--- config.mk ---
export PLATFORM = sky130hd
export DESIGN_NAME = id_ex_stage
export DESIGN_NICKNAME = d
export VERILOG_FILES = /design/src/rtl/id_ex_stage.sv
export SDC_FILE = /design/constraint.sdc
export NUM_CORES = 1
export LEC_CHECK = 0
export BUFFER_PORTS_ARGS = -buffer_cell sky130_fd_sc_hd__clkbuf_2
export CELL_PAD_IN_SITES_DETAIL_PLACEMENT = 0
export CELL_PAD_IN_SITES_GLOBAL_PLACEMENT = 1
export CORE_AREA = 2 2 158 160
export DETAILED_ROUTE_END_ITERATION = 8
export DIE_AREA = 0 0 160 162
export PLACE_DENSITY = 0.84
export SETUP_SLACK_MARGIN = 0.02
export SLEW_MARGIN = 20
export SYNTH_ARGS = -nofsm -noshare
export SYNTH_HDL_FRONTEND = slang
export SYNTH_SLANG_ARGS = --single-unit
--- constraint.sdc ---
create_clock -name clk -period 4.6 [get_ports clk]
set_clock_uncertainty 0.1 [all_clocks]
set_input_delay 0.23 -clock clk [delete_from_list [all_inputs] [get_ports clk]]
set_output_delay 0.23 -clock clk [all_outputs]
set_load 0.005 [all_outputs]
--- src/rtl/id_ex_stage.sv ---
// ---------------------------------------------------------------------------
// id_ex_stage
//
// ID/EX pipeline register and execute-stage operand select for the 5-stage
// RISC-V core. The decoded instruction is captured on each rising clock edge.
// Flush replaces it with a bubble. Stall holds it. The ALU operands and the
// store data are then selected from the registered read data, or from values
// forwarded out of the MEM and WB stages.
//
// Build option:
//   ID_EX_FORWARD_EN  defined   -> MEM/WB forwarding muxes are built
//                     undefined -> operands come straight from the registered
//                                  read data, fwd codes tie to 00 and the
//                                  mem_*/wb_* inputs are ignored
//
// Ports:
//   clk, rst                      clock (rising edge), async active-high reset
//   stall_i, flush_i              hold the stage / insert a bubble
//   id_*                          decoded instruction fields from decode
//   mem_rd_i/_reg_write_i/_alu_result_i   EX/MEM forwarding source
//   wb_rd_i/_reg_write_i/_result_i        MEM/WB forwarding source
//   ex_src_a_o, ex_src_b_o        ALU operands
//   ex_write_data_o               forwarded rs2 value for stores
//   ex_*                          registered fields carried to EX/MEM
//   ex_fwd_a_o, ex_fwd_b_o        forward-select codes (10 MEM, 01 WB, 00 RF)
// ---------------------------------------------------------------------------
module id_ex_stage #(
   parameter int XLEN = 32,
   parameter int RA_W = 5
) (
   input  logic            clk,
   input  logic            rst,
   input  logic            stall_i,
   input  logic            flush_i,
   input  logic            id_valid_i,
   input  logic [XLEN-1:0] id_rd1_i,
   input  logic [XLEN-1:0] id_rd2_i,
   input  logic [XLEN-1:0] id_imm_i,
   input  logic [XLEN-1:0] id_pc_i,
   input  logic [RA_W-1:0] id_rs1_i,
   input  logic [RA_W-1:0] id_rs2_i,
   input  logic [RA_W-1:0] id_rd_i,
   input  logic [2:0]      id_alu_control_i,
   input  logic            id_alu_src_i,
   input  logic            id_reg_write_i,
   input  logic            id_mem_write_i,
   input  logic            id_branch_i,
   input  logic [1:0]      id_result_src_i,
   input  logic [RA_W-1:0] mem_rd_i,
   input  logic            mem_reg_write_i,
   input  logic [XLEN-1:0] mem_alu_result_i,
   input  logic [RA_W-1:0] wb_rd_i,
   input  logic            wb_reg_write_i,
   input  logic [XLEN-1:0] wb_result_i,
   output logic [XLEN-1:0] ex_src_a_o,
   output logic [XLEN-1:0] ex_src_b_o,
   output logic [XLEN-1:0] ex_write_data_o,
   output logic [2:0]      ex_alu_control_o,
   output logic [RA_W-1:0] ex_rd_o,
   output logic [XLEN-1:0] ex_pc_o,
   output logic [XLEN-1:0] ex_imm_o,
   output logic            ex_reg_write_o,
   output logic            ex_mem_write_o,
   output logic            ex_branch_o,
   output logic            ex_valid_o,
   output logic [1:0]      ex_result_src_o,
   output logic [1:0]      ex_fwd_a_o,
   output logic [1:0]      ex_fwd_b_o
);

   // All captured fields live in one packed record, so reset and flush can
   // clear the whole stage in one assignment.
   typedef struct packed {
      logic            valid;
      logic [XLEN-1:0] rd1;
      logic [XLEN-1:0] rd2;
      logic [XLEN-1:0] imm;
      logic [XLEN-1:0] pc;
      logic [RA_W-1:0] rs1;
      logic [RA_W-1:0] rs2;
      logic [RA_W-1:0] rd;
      logic [2:0]      aluControl;
      logic            aluSrc;
      logic            regWrite;
      logic            memWrite;
      logic            branch;
      logic [1:0]      resultSrc;
   } stageFields_t;

   stageFields_t stage_q;
   stageFields_t stage_d;

   logic [XLEN-1:0] fwdRs1;
   logic [XLEN-1:0] fwdRs2;

   // Next-state selection. Flush beats stall, and stall beats a normal load.
   // The side-effecting control bits load only when decode marks the slot
   // valid. An invalid slot therefore enters as a harmless bubble even
   // without a flush.
   always_comb begin
      stage_d = stage_q;
      if (flush_i) begin
         stage_d = '0;
      end else if (!stall_i) begin
         stage_d.valid      = id_valid_i;
         stage_d.rd1        = id_rd1_i;
         stage_d.rd2        = id_rd2_i;
         stage_d.imm        = id_imm_i;
         stage_d.pc         = id_pc_i;
         stage_d.rs1        = id_rs1_i;
         stage_d.rs2        = id_rs2_i;
         stage_d.rd         = id_rd_i;
         stage_d.aluControl = id_alu_control_i;
         stage_d.aluSrc     = id_alu_src_i;
         stage_d.resultSrc  = id_result_src_i;
         stage_d.regWrite   = id_valid_i & id_reg_write_i;
         stage_d.memWrite   = id_valid_i & id_mem_write_i;
         stage_d.branch     = id_valid_i & id_branch_i;
      end
   end

   // Stage register. An asynchronous reset leaves an all-zero bubble.
   always_ff @(posedge clk or posedge rst) begin
      if (rst) begin
         stage_q <= '0;
      end else begin
         stage_q <= stage_d;
      end
   end

`ifdef ID_EX_FORWARD_EN
   // Forward code for one source register. The youngest producer (MEM) wins
   // over WB. x0 never forwards, because writes to it are discarded.
   function automatic logic [1:0] fwdSelect(input logic [RA_W-1:0] rs);
      logic [1:0] sel;
      sel = 2'b00;
      if (mem_reg_write_i && (mem_rd_i != '0) && (mem_rd_i == rs)) begin
         sel = 2'b10;
      end else if (wb_reg_write_i && (wb_rd_i != '0) && (wb_rd_i == rs)) begin
         sel = 2'b01;
      end
      return sel;
   endfunction

   // Forwarding works on the registered source addresses and the live
   // MEM/WB buses. It runs even for bubbles. The gated control bits keep a
   // bubble harmless downstream.
   always_comb begin
      ex_fwd_a_o = fwdSelect(stage_q.rs1);
      ex_fwd_b_o = fwdSelect(stage_q.rs2);
      case (ex_fwd_a_o)
         2'b10:   fwdRs1 = mem_alu_result_i;
         2'b01:   fwdRs1 = wb_result_i;
         default: fwdRs1 = stage_q.rd1;
      endcase
      case (ex_fwd_b_o)
         2'b10:   fwdRs2 = mem_alu_result_i;
         2'b01:   fwdRs2 = wb_result_i;
         default: fwdRs2 = stage_q.rd2;
      endcase
   end
`else
   // Without forwarding, hazards are resolved by stalls elsewhere. The
   // operands are the register-file values captured at decode.
   assign ex_fwd_a_o = 2'b00;
   assign ex_fwd_b_o = 2'b00;
   assign fwdRs1     = stage_q.rd1;
   assign fwdRs2     = stage_q.rd2;

   // This build ignores the forwarding sources and the registered source
   // addresses. They are folded into one sink net here.
   logic unusedFwdSources;
   assign unusedFwdSources = ^{mem_rd_i, mem_reg_write_i, mem_alu_result_i,
                               wb_rd_i, wb_reg_write_i, wb_result_i,
                               stage_q.rs1, stage_q.rs2};
`endif

   // Operand B takes the immediate for I-type and store addressing. Store
   // data always uses the (possibly forwarded) rs2 value.
   assign ex_src_a_o       = fwdRs1;
   assign ex_src_b_o       = stage_q.aluSrc ? stage_q.imm : fwdRs2;
   assign ex_write_data_o  = fwdRs2;

   assign ex_alu_control_o = stage_q.aluControl;
   assign ex_rd_o          = stage_q.rd;
   assign ex_pc_o          = stage_q.pc;
   assign ex_imm_o         = stage_q.imm;
   assign ex_reg_write_o   = stage_q.regWrite;
   assign ex_mem_write_o   = stage_q.memWrite;
   assign ex_branch_o      = stage_q.branch;
   assign ex_valid_o       = stage_q.valid;
   assign ex_result_src_o  = stage_q.resultSrc;

endmodule

* Yosys cells after proc, flatten, opt, wreduce, memory -nomap -nowiden
Index checks and enable logic that the tools add are counted.
Word-level totals: register bits after elaboration 143, output and inout bits 178, word-level logic and storage cells 19, input bits 233
Operators by class: eq/ne operators 1, muxes and demuxes 3, bitwise operators 3
Operator list (number):
- $mux 153 | 2
- $mux 32 | 1
- $and 1x1->1 | 3
- $ne 2x1->1 const B | 1

* Depth between registers and ports, before layout
depth in word-level cells 3, mapped depth 4, gate-level depth less buffers 2

* Least setup slack after synthesis
Ideal clock, no wire load.
kind register to output, start point register stage_q[5] (netlist name), end point output port ex_src_b_o[0], path slack 3.306 ns, stages on the path, launching flop included 4, data required time 4.270 ns, data arrival time 0.964 ns, buffers on the path 2, path through dfrtp_1 > buf_2 > buf_4 > mux2_2
On the way: word-level cells in the longest chain between the ends 1
Ends and longest elaborated chain:
- start, declared | line 90 | stageFields_t stage_q;
- start signal, assigned | line 127 | stage_q <= stage_d;
- $mux 32 | line 181 | assign ex_src_b_o = stage_q.aluSrc ? stage_q.imm : fwdRs2;
- end, declared | line 56 | output logic [XLEN-1:0] ex_src_b_o,
No other way between the ends.

* Worst setup path in the final report
start point register stage_q[5] (netlist name), end point output port ex_src_b_o[24]
Same word-level chain as after synthesis.

==> flow_metrics.py <==
metrics = {
    "synth": {
        "async_flop_share_pct": 100,
        "synthCells": 644,
        "ys_types": 15,
        "synth-seq-cells": 143,
        "ys_seq_area_share_pct": 48.5,
        "post_synth.cell_area_avg_um2": 11.5,
        "synth_area_um2": 7380,
        "synth_edf_count": 0,
        "synth_ff_type": "dfrtp_1",
        "yosys_warnings": 0,
    },
    "final_layout": {
        "drive_above_1_share_pct": 40.2,
        "area_growth_pct": 35.8,
        "utilization_pct": 41.6,
        "nNetsFinal": 1187,
    },
    "setup_path": {
        "rr_endpoint": "stage_q[5]$_DFFE_PP0P_",
        "r2r-start": "stage_q[5]$_DFFE_PP0P_",
        "critPathKind": "register to primary output",
        "regToRegSetupSlack_ns": 3.45,
        "r2r_cells": 2,
        "worst-path-max-fanout": 23,
        "timing.critical_path.arrival_ns": 2.10,
        "cp.required_ns": 4.27,
        "cp-start-kind": "register",
        "end_kind": "primary output",
    },
    "cts": {
        "cts_tree": "built",
        "clkLatencyLatePin_ns": 0.40,
        "cts_root_buf": "clkbuf_16",
        "clk_pin_slew_ns": 0.06,
        "cts_buffers": 17,
        "cts_buffer_depth": 2,
        "cts.htree.levels": 4,
        "cts_hold_buf": 142,
        "cts.sinks": 143,
        "cts-resized-gates": 0,
        "postCtsSetupBuffers": 0,
    },
    "placement": {
        "gp_congestion": 0.754,
        "dp_hpwl_mm": 11.9,
        "io_buffers": 320,
    },
    "min_path": {
        "min_path_cells": 3,
        "whs_endpoint": "ex_write_data_o[10]$_DFFE_PP0P_",
        "min_from": "id_rd2_i[10]",
        "hp-class": "input pin to register",
    },
    "drt": {
        "vias": 5400,
        "route.met3.wl_mm": 1.17,
        "wl_met1_mm": 7.76,
        "drc": 0,
        "vias_per_cell": 4.18,
        "top_layer_used": "met4",
        "dr.pass1.iters": 4,
        "drtIter0Drc": 265,
        "wl_met2_mm": 9.61,
        "wl_per_cell_um": 14.6,
        "ant_nets": 0,
        "drt-total-wl_mm": 18.9,
    },
    "global_route": {
        "antenna_found_initial": 1,
        "grt_max_degree": 103,
        "grt_pass1_vias": 5648,
        "grt_pass1_wl_mm": 30.3,
        "grtUsageTotal_pct": 14.7,
        "overflow": 0,
    },
    "outcome": {
        "outcome": "completed",
    },
    "sta": {
        "slew_violations": 0,
        "fin_crit_sh_pct": 52.8,
        "slew_headroom_pct": 28.1,
        "rsz0062_at_grt": "no",
        "period_minus_slack_ns": 2.43,
        "holdWs_ns": 0.0249,
        "tns_ns": 0,
        "final-setup-viol-count": 0,
        "tightest_slew_ns": 1.08,
        "hold_viol_final": 0,
        "fmax_mhz": 412,
    },
    "pwr": {
        "power_density_nw_per_um2": 328,
        "vdd_drop_max_mv": 0.202,
        "leakage_nw": 5.47,
    },
    "floorplanning": {
        "die_h_um": 162,
        "io_pins": 411,
        "start_util_pct": 30.6,
        "core_um2": 24100,
        "die_x_um": 160,
        "core.rowCount": 57,
        "die_area_um2": 25900,
    },
    "job": {
        "drv_cap": 0,
    },
}
[cell families (layout without fill, tap and decap cells)]
kind of cell | count (synthesis) | after routing | synth area share, %
compound gates | 3 | 3 | 0.203
buf+inv | 179 | 499 | 19.8
flops | 143 | 143 | 48.5
mux | 172 | 172 | 23.9
other cells | 1 | 5 | 0.0508
simple gates | 146 | 146 | 7.58
[worst max-delay path, cell delays in order, from the launching register on]
cell and delay (ns):
dfrtp_1 0.72, buf_4 0.44, mux2_2 0.39, clkbuf_2 0.12
[cell type report]
cell class / instances / area (um2)
fillers: 2289 / 14100
clock inverters: 15 / 175
multi-input cells: 325 / 2350
repair buffers: 466 / 3080
diodes: 1 / 2.50
well taps: 324 / 405
flip-flops and latches: 143 / 3580
clock buffers: 17 / 425
inverters: 1 / 8.76
[registers in the layout (all words and copies together) (netlist names)]
register          cells
ex_imm_o             32
ex_pc_o              32
ex_src_a_o           32
ex_write_data_o      32
ex_rd_o               5
ex_alu_control_o      3
ex_result_src_o       2
ex_branch_o           1
ex_mem_write_o        1
ex_reg_write_o        1
ex_valid_o            1
stage_q               1
[metal layers]
| layer | global-route usage (%) | up-vias |
|---|---|---|
| li1 | - | 2586 |
| met1 | 17.5 | 2570 |
| met2 | 25.6 | 218 |
| met3 | 4.14 | 26 |
| met4 | 4.75 | 0 |
| met5 | 0 | - |
[Yosys cell counts, types with 3 or more instances]
master	count	area, um2
nand2_1	3	11.3
clkbuf_1	7	26.3
buf_2	10	50.1
nand3b_1	3	22.5
mux2_2	32	360
nor2_1	140	526
buf_4	144	1080
mux2i_1	140	1400
a21oi_1	3	15.0
buf_8	4	60.1
buf_12	11	220
dfrtp_1	143	3580
[cell usage in the layout, fill, tap and decap left out, drive strengths merged]
cell type	count
a21oi	3
buf	5
bufinv	2
clkbuf	336
clkinv	3
clkinvlp	2
conb	4
dfrtp	143
diode	1
dlygate4sd3	142
inv	9
mux2	32
mux2i	140
nand2	3
nand3b	3
nor2	140
[worst max path at each step]
| stage | start | to | slack, ns | depth (start not counted) |
|---|---|---|---|---|
| detailed placement | stall_i | ex_pc_o[0]$_DFFE_PP0P_ | 2.52 | 4 |
| global route | stage_q[5]$_DFFE_PP0P_ | ex_src_b_o[21] | 2.03 | 3 |
| finish | stage_q[5]$_DFFE_PP0P_ | ex_src_b_o[24] | 2.17 | 3 |
| floorplan | rst | ex_alu_control_o[0]$_DFFE_PP0P_ | 0.43 | 1 |
| global placement | stall_i | ex_pc_o[28]$_DFFE_PP0P_ | 2.54 | 4 |
| CTS | stage_q[5]$_DFFE_PP0P_ | ex_src_b_o[28] | 2.10 | 3 |
[stage by stage]
stage | area [um2] | total power, mW | setup WS, ns | cells
6_report | 10000 | 3.29 | 2.17 | 1292
5_1_grt | 10000 | 3.46 | 2.03 | 1292
4_1_cts | 10000 | 3.35 | 2.10 | 1291
3_5_place_dp | 8000 | 1.80 | 2.52 | 1117
3_3_place_gp | 8000 | 1.80 | 2.54 | 1117
2_1_floorplan | 7390 | 1.72 | 0.432 | 647
[power by group]
part / leakage [nW] / switching (mW) / internal (mW) / total [mW]
sequential: 1.90 / 0.0521 / 1.33 / 1.38
combinational: 3.28 / 0.220 / 0.277 / 0.497
clock: 0.291 / 0.594 / 0.820 / 1.41
total: 5.47 / 0.867 / 2.42 / 3.29
No activity file was read; power rests on OpenSTA's default activity.
